### src/rtl/sd_block_reader.sv
// rtl/sd_block_reader.sv - SD SPI-mode CMD17 single-block reader driving the SPI byte engine; SD_SDSC_ADDR_EN selects byte addressing
module sd_block_reader #(
  parameter logic [7:0]  SPI_DIV    = 8'd1,
  parameter int          R1_POLL    = 8,
  parameter logic [15:0] TOKEN_POLL = 16'd4096
) (
  input  logic        clk,
  input  logic        reset,
  input  logic        start,
  input  logic [31:0] lba,
  output logic        busy,
  output logic        done,
  output logic        err,
  output logic [1:0]  err_code,
  output logic        wr_en,
  output logic [8:0]  wr_addr,
  output logic [7:0]  wr_data,
  output logic [11:0] spi_addr,
  output logic [7:0]  spi_dout,
  output logic        spi_iowr,
  input  logic        spi_ready,
  input  logic [7:0]  spi_din
);

  // engine ready lags the toggle, so each write is held this long before ready is trusted
  localparam logic [1:0]  HOLD       = 2'd3;
  localparam logic [11:0] A_CS       = 12'h0B0;
  localparam logic [11:0] A_DIV      = 12'h0B1;
  localparam logic [11:0] A_DATA     = 12'h0B2;
  localparam logic [15:0] R1_LAST    = 16'(R1_POLL - 1);
  localparam logic [15:0] TOKEN_LAST = TOKEN_POLL - 16'd1;

  typedef enum logic [3:0] {
    S_IDLE, S_DIV, S_CS_ON, S_CMD, S_R1, S_TOKEN,
    S_DATA, S_CRC, S_CS_OFF, S_TAIL, S_DONE
  } state_t;

  state_t      state, state_n;
  logic [1:0]  hold_cnt;
  logic [15:0] cnt, cnt_n;
  logic [8:0]  wr_cnt;
  logic [31:0] lba_q, arg;
  logic        reg_wr, xfer_done, issue, sample;
  logic        err_set;
  logic [1:0]  err_val;
  logic [11:0] iss_addr;
  logic [7:0]  iss_data;

`ifdef SD_SDSC_ADDR_EN
  assign arg = {lba_q[22:0], 9'b0};
`else
  assign arg = lba_q;
`endif

  // a write finishes once HOLD has elapsed; byte transfers additionally wait for the engine
  assign reg_wr    = (state == S_DIV) || (state == S_CS_ON) || (state == S_CS_OFF);
  assign xfer_done = (state != S_IDLE) && (state != S_DONE) && (hold_cnt == 2'd0) &&
                     (reg_wr || spi_ready);
  assign sample    = (state == S_DATA) && xfer_done;

  // State register
  always_ff @(posedge clk or posedge reset) begin
    if (reset) state <= S_IDLE;
    else       state <= state_n;
  end

  // Next-state and error detection
  always_comb begin
    state_n = state;
    err_set = 1'b0;
    err_val = 2'd0;
    case (state)
      S_IDLE:   if (start) state_n = S_DIV;
      S_DIV:    if (xfer_done) state_n = S_CS_ON;
      S_CS_ON:  if (xfer_done) state_n = S_CMD;
      S_CMD:    if (xfer_done && cnt == 16'd5) state_n = S_R1;
      S_R1: begin
        if (xfer_done) begin
          if (spi_din == 8'h00) begin
            state_n = S_TOKEN;
          end else if (spi_din != 8'hFF) begin
            state_n = S_CS_OFF;
            err_set = 1'b1;
            err_val = 2'd1;
          end else if (cnt == R1_LAST) begin
            state_n = S_CS_OFF;
            err_set = 1'b1;
            err_val = 2'd2;
          end
        end
      end
      S_TOKEN: begin
        if (xfer_done) begin
          if (spi_din == 8'hFE) begin
            state_n = S_DATA;
          end else if (cnt == TOKEN_LAST) begin
            state_n = S_CS_OFF;
            err_set = 1'b1;
            err_val = 2'd3;
          end
        end
      end
      S_DATA:   if (xfer_done && wr_cnt == 9'h1FF) state_n = S_CRC;
      S_CRC:    if (xfer_done && cnt == 16'd1) state_n = S_CS_OFF;
      S_CS_OFF: if (xfer_done) state_n = S_TAIL;
      S_TAIL:   if (xfer_done) state_n = S_DONE;
      S_DONE:   state_n = S_IDLE;
      default:  state_n = S_IDLE;
    endcase
  end

  // Status outputs and the register write to launch on this edge
  always_comb begin
    busy     = (state != S_IDLE) && (state != S_DONE);
    done     = (state == S_DONE);
    cnt_n    = (state_n != state) ? 16'd0 : cnt + 16'd1;
    issue    = (state_n != S_IDLE) && (state_n != S_DONE) && ((state_n != state) || xfer_done);
    iss_addr = A_DATA;
    iss_data = 8'hFF;
    case (state_n)
      S_DIV:    begin iss_addr = A_DIV; iss_data = SPI_DIV; end
      S_CS_ON:  begin iss_addr = A_CS;  iss_data = 8'h01;   end
      S_CS_OFF: begin iss_addr = A_CS;  iss_data = 8'h00;   end
      S_CMD: begin
        case (cnt_n[2:0])
          3'd0:    iss_data = 8'h51;
          3'd1:    iss_data = arg[31:24];
          3'd2:    iss_data = arg[23:16];
          3'd3:    iss_data = arg[15:8];
          3'd4:    iss_data = arg[7:0];
          default: iss_data = 8'hFF;
        endcase
      end
      default: ;
    endcase
  end

  // Engine port, hold timer, byte counters, error flags and buffer writes
  always_ff @(posedge clk or posedge reset) begin
    if (reset) begin
      hold_cnt <= 2'd0;
      cnt      <= 16'd0;
      wr_cnt   <= 9'd0;
      lba_q    <= 32'd0;
      err      <= 1'b0;
      err_code <= 2'd0;
      wr_en    <= 1'b0;
      wr_addr  <= 9'd0;
      wr_data  <= 8'd0;
      spi_addr <= 12'd0;
      spi_dout <= 8'd0;
      spi_iowr <= 1'b0;
    end else begin
      wr_en <= 1'b0;
      if (state == S_IDLE && start) begin
        lba_q    <= lba;
        err      <= 1'b0;
        err_code <= 2'd0;
        wr_cnt   <= 9'd0;
      end
      if (err_set) begin
        err      <= 1'b1;
        err_code <= err_val;
      end
      if (issue) begin
        spi_iowr <= ~spi_iowr;
        spi_addr <= iss_addr;
        spi_dout <= iss_data;
        hold_cnt <= HOLD;
        cnt      <= cnt_n;
      end else if (hold_cnt != 2'd0) begin
        hold_cnt <= hold_cnt - 2'd1;
      end
      if (sample) begin
        wr_en   <= 1'b1;
        wr_addr <= wr_cnt;
        wr_data <= spi_din;
        wr_cnt  <= wr_cnt + 9'd1;
      end
    end
  end

endmodule

### config.mk
export PLATFORM = sky130hd
export DESIGN_NAME = sd_block_reader
export DESIGN_NICKNAME = d
export VERILOG_FILES = /design/src/rtl/sd_block_reader.sv
export SDC_FILE = /design/constraint.sdc
export NUM_CORES = 1
export LEC_CHECK = 0
export ABC_AREA = 0
export CORE_UTILIZATION = 33
export CTS_CLUSTER_DIAMETER = 200
export DETAILED_ROUTE_END_ITERATION = 8
export HOLD_SLACK_MARGIN = 0.05
export PLACE_DENSITY = 0.51
export SYNTH_ARGS = -nofsm -noshare
export SYNTH_HDL_FRONTEND = slang
export SYNTH_SLANG_ARGS = --single-unit
export TNS_END_PERCENT = 50
### constraint.sdc
create_clock -name clk -period 9.2 [get_ports clk]
set_clock_uncertainty 0.15 [all_clocks]
set_input_delay 2.76 -clock clk [delete_from_list [all_inputs] [get_ports clk]]
set_output_delay 2.76 -clock clk [all_outputs]
set_load 0.05 [all_outputs]
### Word level (Yosys, flattened, before mapping)

Index checks and enable logic that the tools add are counted.

* add/sub/neg operators: 3
* reduce and logical (&&, ||, !) cells: 26
* multiplexer cells: 45
* bitwise logic cells: 1
* eq/ne operators: 28

Operators by type and width (count)
* 2-to-1 mux 4 bit: 15
* one-hot mux 4 bit (10 select lines): 1
* one-hot mux 8 bit (5 select lines): 1
* == test 16 x 3 -> 1 bit (second input constant): 2
* one-hot mux 8 bit (3 select lines): 1
* 2-to-1 mux 2 bit: 11
* 2-to-1 mux 9 bit: 2
* adder 16 x 1 -> 16 bit (second input constant): 1
* == test 16 x 1 -> 1 bit (second input constant): 1
* == test 16 x 12 -> 1 bit (second input constant): 1
* == test 4 x 2 -> 1 bit (second input constant): 4
* == test 4 x 3 -> 1 bit (second input constant): 4
* == test 4 bit (second input constant): 4
* 2-to-1 mux 16 bit: 1
* logical AND 1 bit: 10
* 2-to-1 mux 1 bit: 10
* adder 9 x 1 -> 9 bit (second input constant): 1
* == test 9 bit (second input constant): 1
* == test 4 x 1 -> 1 bit (second input constant): 2
* == test 8 bit (second input constant): 1
* zero test 8 bit: 1
* != test 4 bit (second input constant): 2
* != test 8 bit (second input constant): 1
* one-hot mux 2 bit (2 select lines): 2
* 14 further kinds: 23

* word-level logic and storage cells: 116
* input port bits: 44
* output and inout bits: 44
* register bits: 105

### Longest topological paths before layout

* depth after elaboration: 13
* mapped depth: 14
* mapped depth without buffers: 11

### Least setup slack after synthesis

Ideal clock, no wire load.

* path kind: in2reg
* start: input spi_din[7]
* end: register spi_dout[4]
* buffers on the path: 1
* path slack: 3.938 ns
* required time: 8.929 ns
* arrival time: 4.991 ns
* library setup time: 0.121 ns
* stages: 9
* cells stage by stage: or4_1 o211ai_2 a21o_1 a31oi_1 o32a_1 or2_1 buf_2 or3b_1 a22o_1

* word-level cells in the longest chain between the ends: 10
* elaborated cells on any way between the ends: 28
* those cells by class: 12 x eq/ne; 9 x mux; 7 x reduce/logical

Ends and longest elaborated chain
* start, declared: line 22 `input logic [7:0] spi_din`
* != test 8 bit: line 81 `end else if (spi_din != 8'hFF) begin`
* 2-to-1 mux 4 bit: line 81
* 2-to-1 mux 4 bit: line 79 `if (spi_din == 8'h00) begin`
* 2-to-1 mux 4 bit: line 78 `if (xfer_done) begin`
* one-hot mux 4 bit (10 select lines) (*): line 72 `case (state)`
* != test 4 bit: line 116, 117
* 2-to-1 mux 16 bit: line 116 `cnt_n = (state_n != state) ? 16'd0 : cnt + 16'd1;`
* == test 3 bit (tied with other cells): line 125 `case (cnt_n[2:0])`
* one-hot mux 8 bit (5 select lines): line 125
* one-hot mux 8 bit (3 select lines): line 120 `case (state_n)`
* end signal, assigned: line 168 `spi_dout <= iss_data;`
* end, declared: line 19 `output logic [7:0] spi_dout,`

Every way passes the cells marked *; elsewhere a longest branch is shown, timed or not.
A chain may end at the register's enable or synchronous reset.

### Worst setup path after layout

* start: input spi_din[1]
* end: register spi_dout[0]

* word-level cells in the longest chain between the ends: 10
* elaborated cells on any way between the ends: 28
* those cells by class: 12 x eq/ne; 9 x mux; 7 x reduce/logical

Ends and longest elaborated chain
* != test 8 bit: line 81
* 2-to-1 mux 4 bit: line 81
* 2-to-1 mux 4 bit: line 79
* 2-to-1 mux 4 bit: line 78
* one-hot mux 4 bit (10 select lines) (*): line 72
* via state_n[3]: line 38 `state_t state, state_n;`
* != test 4 bit: line 116, 117
* 2-to-1 mux 16 bit: line 116
* == test 3 bit (tied with other cells): line 125
* one-hot mux 8 bit (5 select lines): line 125
* one-hot mux 8 bit (3 select lines): line 120

The timed path passes the listed nets; every way through them passes the cells marked *.

==> out/qor.csv <==
metric,value,unit
setup-violations-final,0,
grt.total_usage,16.7,%
cts.clk_slew.worst_paths,70,ps
critPathSlowestCell,o21ai_2,
yosys.area.top_type_share,46.1,%
netlist_area,5210,um2
wl_per_cell,15.0,um
sequential_cell_area_fraction_in_the_yosys_report,46.1,%
report.final.slew_viol_count,0,
number_of_antenna_violations_at_the_first_check_in_global_routing,0,
cts.sinks,96,
top_level_ports,88,
ys_warn_count,0,
final_period_minus_worst_setup_slack,6380,ps
worstHoldEndpoint,arg[14],
timing.final.hold_violations,0,
worst_path_dominant_cell_family,simple AND/OR/NAND/NOR gates,
flow.area_growth_from_synthesis,23.3,%
clkLatencyLatePin,350,ps
cp_data_arrival_time,6470,ps
critical_path.reg2reg.startpoint,cnt[0],
hold_path_class,reg -> reg,
cts-root-to-sink-buffers,2,
drt_drc_violations_left,0,
max_freq,0.157,GHz
placement.cell_area,6100,um2
static-leakage-power,2.90,nW
detailedRoute.firstPassIterationCount,4,
core_area,15300,um2
globalRoute.totalOverflow,0,
rr_worst_depth,9,
rsz_0062_raised_after_global_routing,false,
place.gp.congestion,0.820,
cts-hold-fix-buffers,0,
layout_worst_path_cycle_share,69.3,%
htreeDepth,3,
ys_async_sr_fraction,100,%
power_density,306,nW/um2
synth.area.top_cells,"dfrtp_1, nand2_1, buf_4",
worst_ep_required_time,9290,ps
die_height,128,um
finalHoldWorstSlack,317,ps
number_of_flops_mapped_to_enable_cells_by_yosys,0,
grt_first_pass_wirelength,21500,um
grt_max_degree,73,
layout.filler_cells,1542,
crit_path_max_fanout,26,
synth_cell_types,74,
initial_core_util,34.0,%
max_slew_margin,37.1,%
via_count_of_the_first_global_routing_pass,4251,
placementRows,45,
finish.net_count,697,
status,"complete, no violations",
timing_worst_setup_path_type,in -> reg,
post_cts_resized,0,
via_per_inst,4.99,
drv.max_cap_violation_count,0,
first_iter_violations,286,
layout-drive-gt1-share,7.04,%
critical_path.max_stage_delay,770,ps
cts_tree,built,
setup_tns,0,ps
critical_path.cell_chain,"clkdlybuf4s50_1, or4_1, o211ai_2, a21o_1, a31oi_2, or2b_1, o21ai_2, or2_1, mux2_2",
cts-buffers-inserted,9,
worst_pin_slew,943,ps
vdd_ir_drop_max,0.180,mV
numPortBuffers,80,
n_antenna_cell,0,
post_synth.cell_area_avg,8.85,um2
reg2reg_to,spi_dout[0],
routed_wl,13000,um
register_to_register_setup_slack,4400,ps
synth_area_leader_cell,dfrtp_1,
dr_vias,4309,
route.antenna.remaining_nets,0,
die_area,16300,um2
start_kind,input pin,
final_design_area_no_fill,6420,um2
synth_most_common_cell,nand2_1,
netlist_instances,588,
synth.cells.most_frequent,"nand2_1, dfrtp_1, nor2_1, o21ai_0",
cts_root_buffer,clkbuf_16,
cts.repair_timing.setup_buffer_count,0,
crit_buf_inv,1,
worstHoldPathCells,2,
synthFlopType,dfrtp_1,
final_core_util,41.9,%
yosys_register_bits,96,
detailed_place_hpwl,8940,um
endpoint_kind,register,
worst_hold_startpoint,arg[14],
die_width,128,um
-- worst max-delay path by stage --
stage               start     endpoint  cells after the start
6_report       spi_din[1]  spi_dout[0]                      9
3_5_place_dp   spi_din[1]  spi_dout[0]                      9
2_1_floorplan       reset       arg[0]                      1
5_1_grt        spi_din[7]  spi_dout[0]                      9
4_1_cts        spi_din[1]  spi_dout[0]                      9
3_3_place_gp   spi_din[1]  spi_dout[0]                      9
-- where the power goes --
group | internal [mW] | total [mW] | leakage (nW) | switching (mW)
Combinational | 0.336 | 0.937 | 1.49 | 0.601
Sequential | 0.531 | 0.626 | 1.26 | 0.0950
Clock | 0.233 | 0.400 | 0.155 | 0.167
Total | 1.10 | 1.96 | 2.90 | 0.863
-- state kept, by name, indices dropped and copies added (netlist names) --
| name | count |
|---|---|
| spi_addr | 3 |
| hold_cnt | 2 |
| cnt | 16 |
| arg | 32 |
| spi_iowr | 1 |
| state | 4 |
| wr_cnt | 9 |
| spi_dout | 8 |
| wr_addr | 9 |
| err | 1 |
| wr_en | 1 |
| wr_data | 8 |
| err_code | 2 |
-- logic make-up after synthesis --
group	after synthesis	synth area share [%]
AND/OR/NAND/NOR	308	28.4
AO/OA/AOI/OAI	110	16.1
flip-flops	96	46.1
buffers and inverters	54	5.50
XOR/XNOR	7	1.18
multiplexers	7	1.42
adder cells (fa/ha/maj)	5	1.20
other	1	0.0720
-- worst min-delay path: cells and delay by family (launching register included) --
family | cells | cell delay [ps]
flip-flops | 1 | 340
AND/OR/NAND/NOR | 2 | 100
-- stage by stage --
step | power, mW | instances | worst slack, ps
detailed placement | 1.58 | 848 | 2450
global placement | 1.57 | 848 | 2570
finish | 1.96 | 864 | 2820
CTS | 1.99 | 864 | 2810
global route | 2.11 | 864 | 2610
floorplan | 1.37 | 594 | 3780
-- cell usage in the layout, fill, tap and decap left out, drive strengths merged, types with 4 or more instances in the layout --
master,n
a211oi,5
a21boi,9
a21o,4
a21oi,16
a22o,9
a31oi,4
and2,5
and3,10
and4,4
buf,6
clkbuf,12
clkdlybuf4s50,80
conb,7
dfrtp,96
ha,5
inv,11
mux2i,4
nand2,180
nand2b,7
nand3,9
nand4,12
nor2,29
nor2b,11
nor3,4
nor4,7
o211ai,4
o21ai,19
o31ai,12
or4,10
xor2,4
-- layer usage --
metal | up-vias | GRT usage [%] | routed length (um)
met3 | 13 | 3.39 | 377
met4 | 0 | 6.78 | 195
met2 | 72 | 25.7 | 5820
met1 | 2070 | 23.0 | 6560
met5 | - | 0 | 0
li1 | 2154 | - | -
-- area by class of cell --
type                            instances  area, um2  area share (%)
Clock buffer                           12        267            4.15
Clock inverter                          4       51.3           0.799
Inverter                               11       43.8           0.682
Multi-Input combinational cell        444       2540            39.6
Sequential cell                        96       2400            37.4
Tap cell                              211        264            4.11
Timing Repair Buffer                   86        846            13.2
Power figures use the tool's default switching activity.
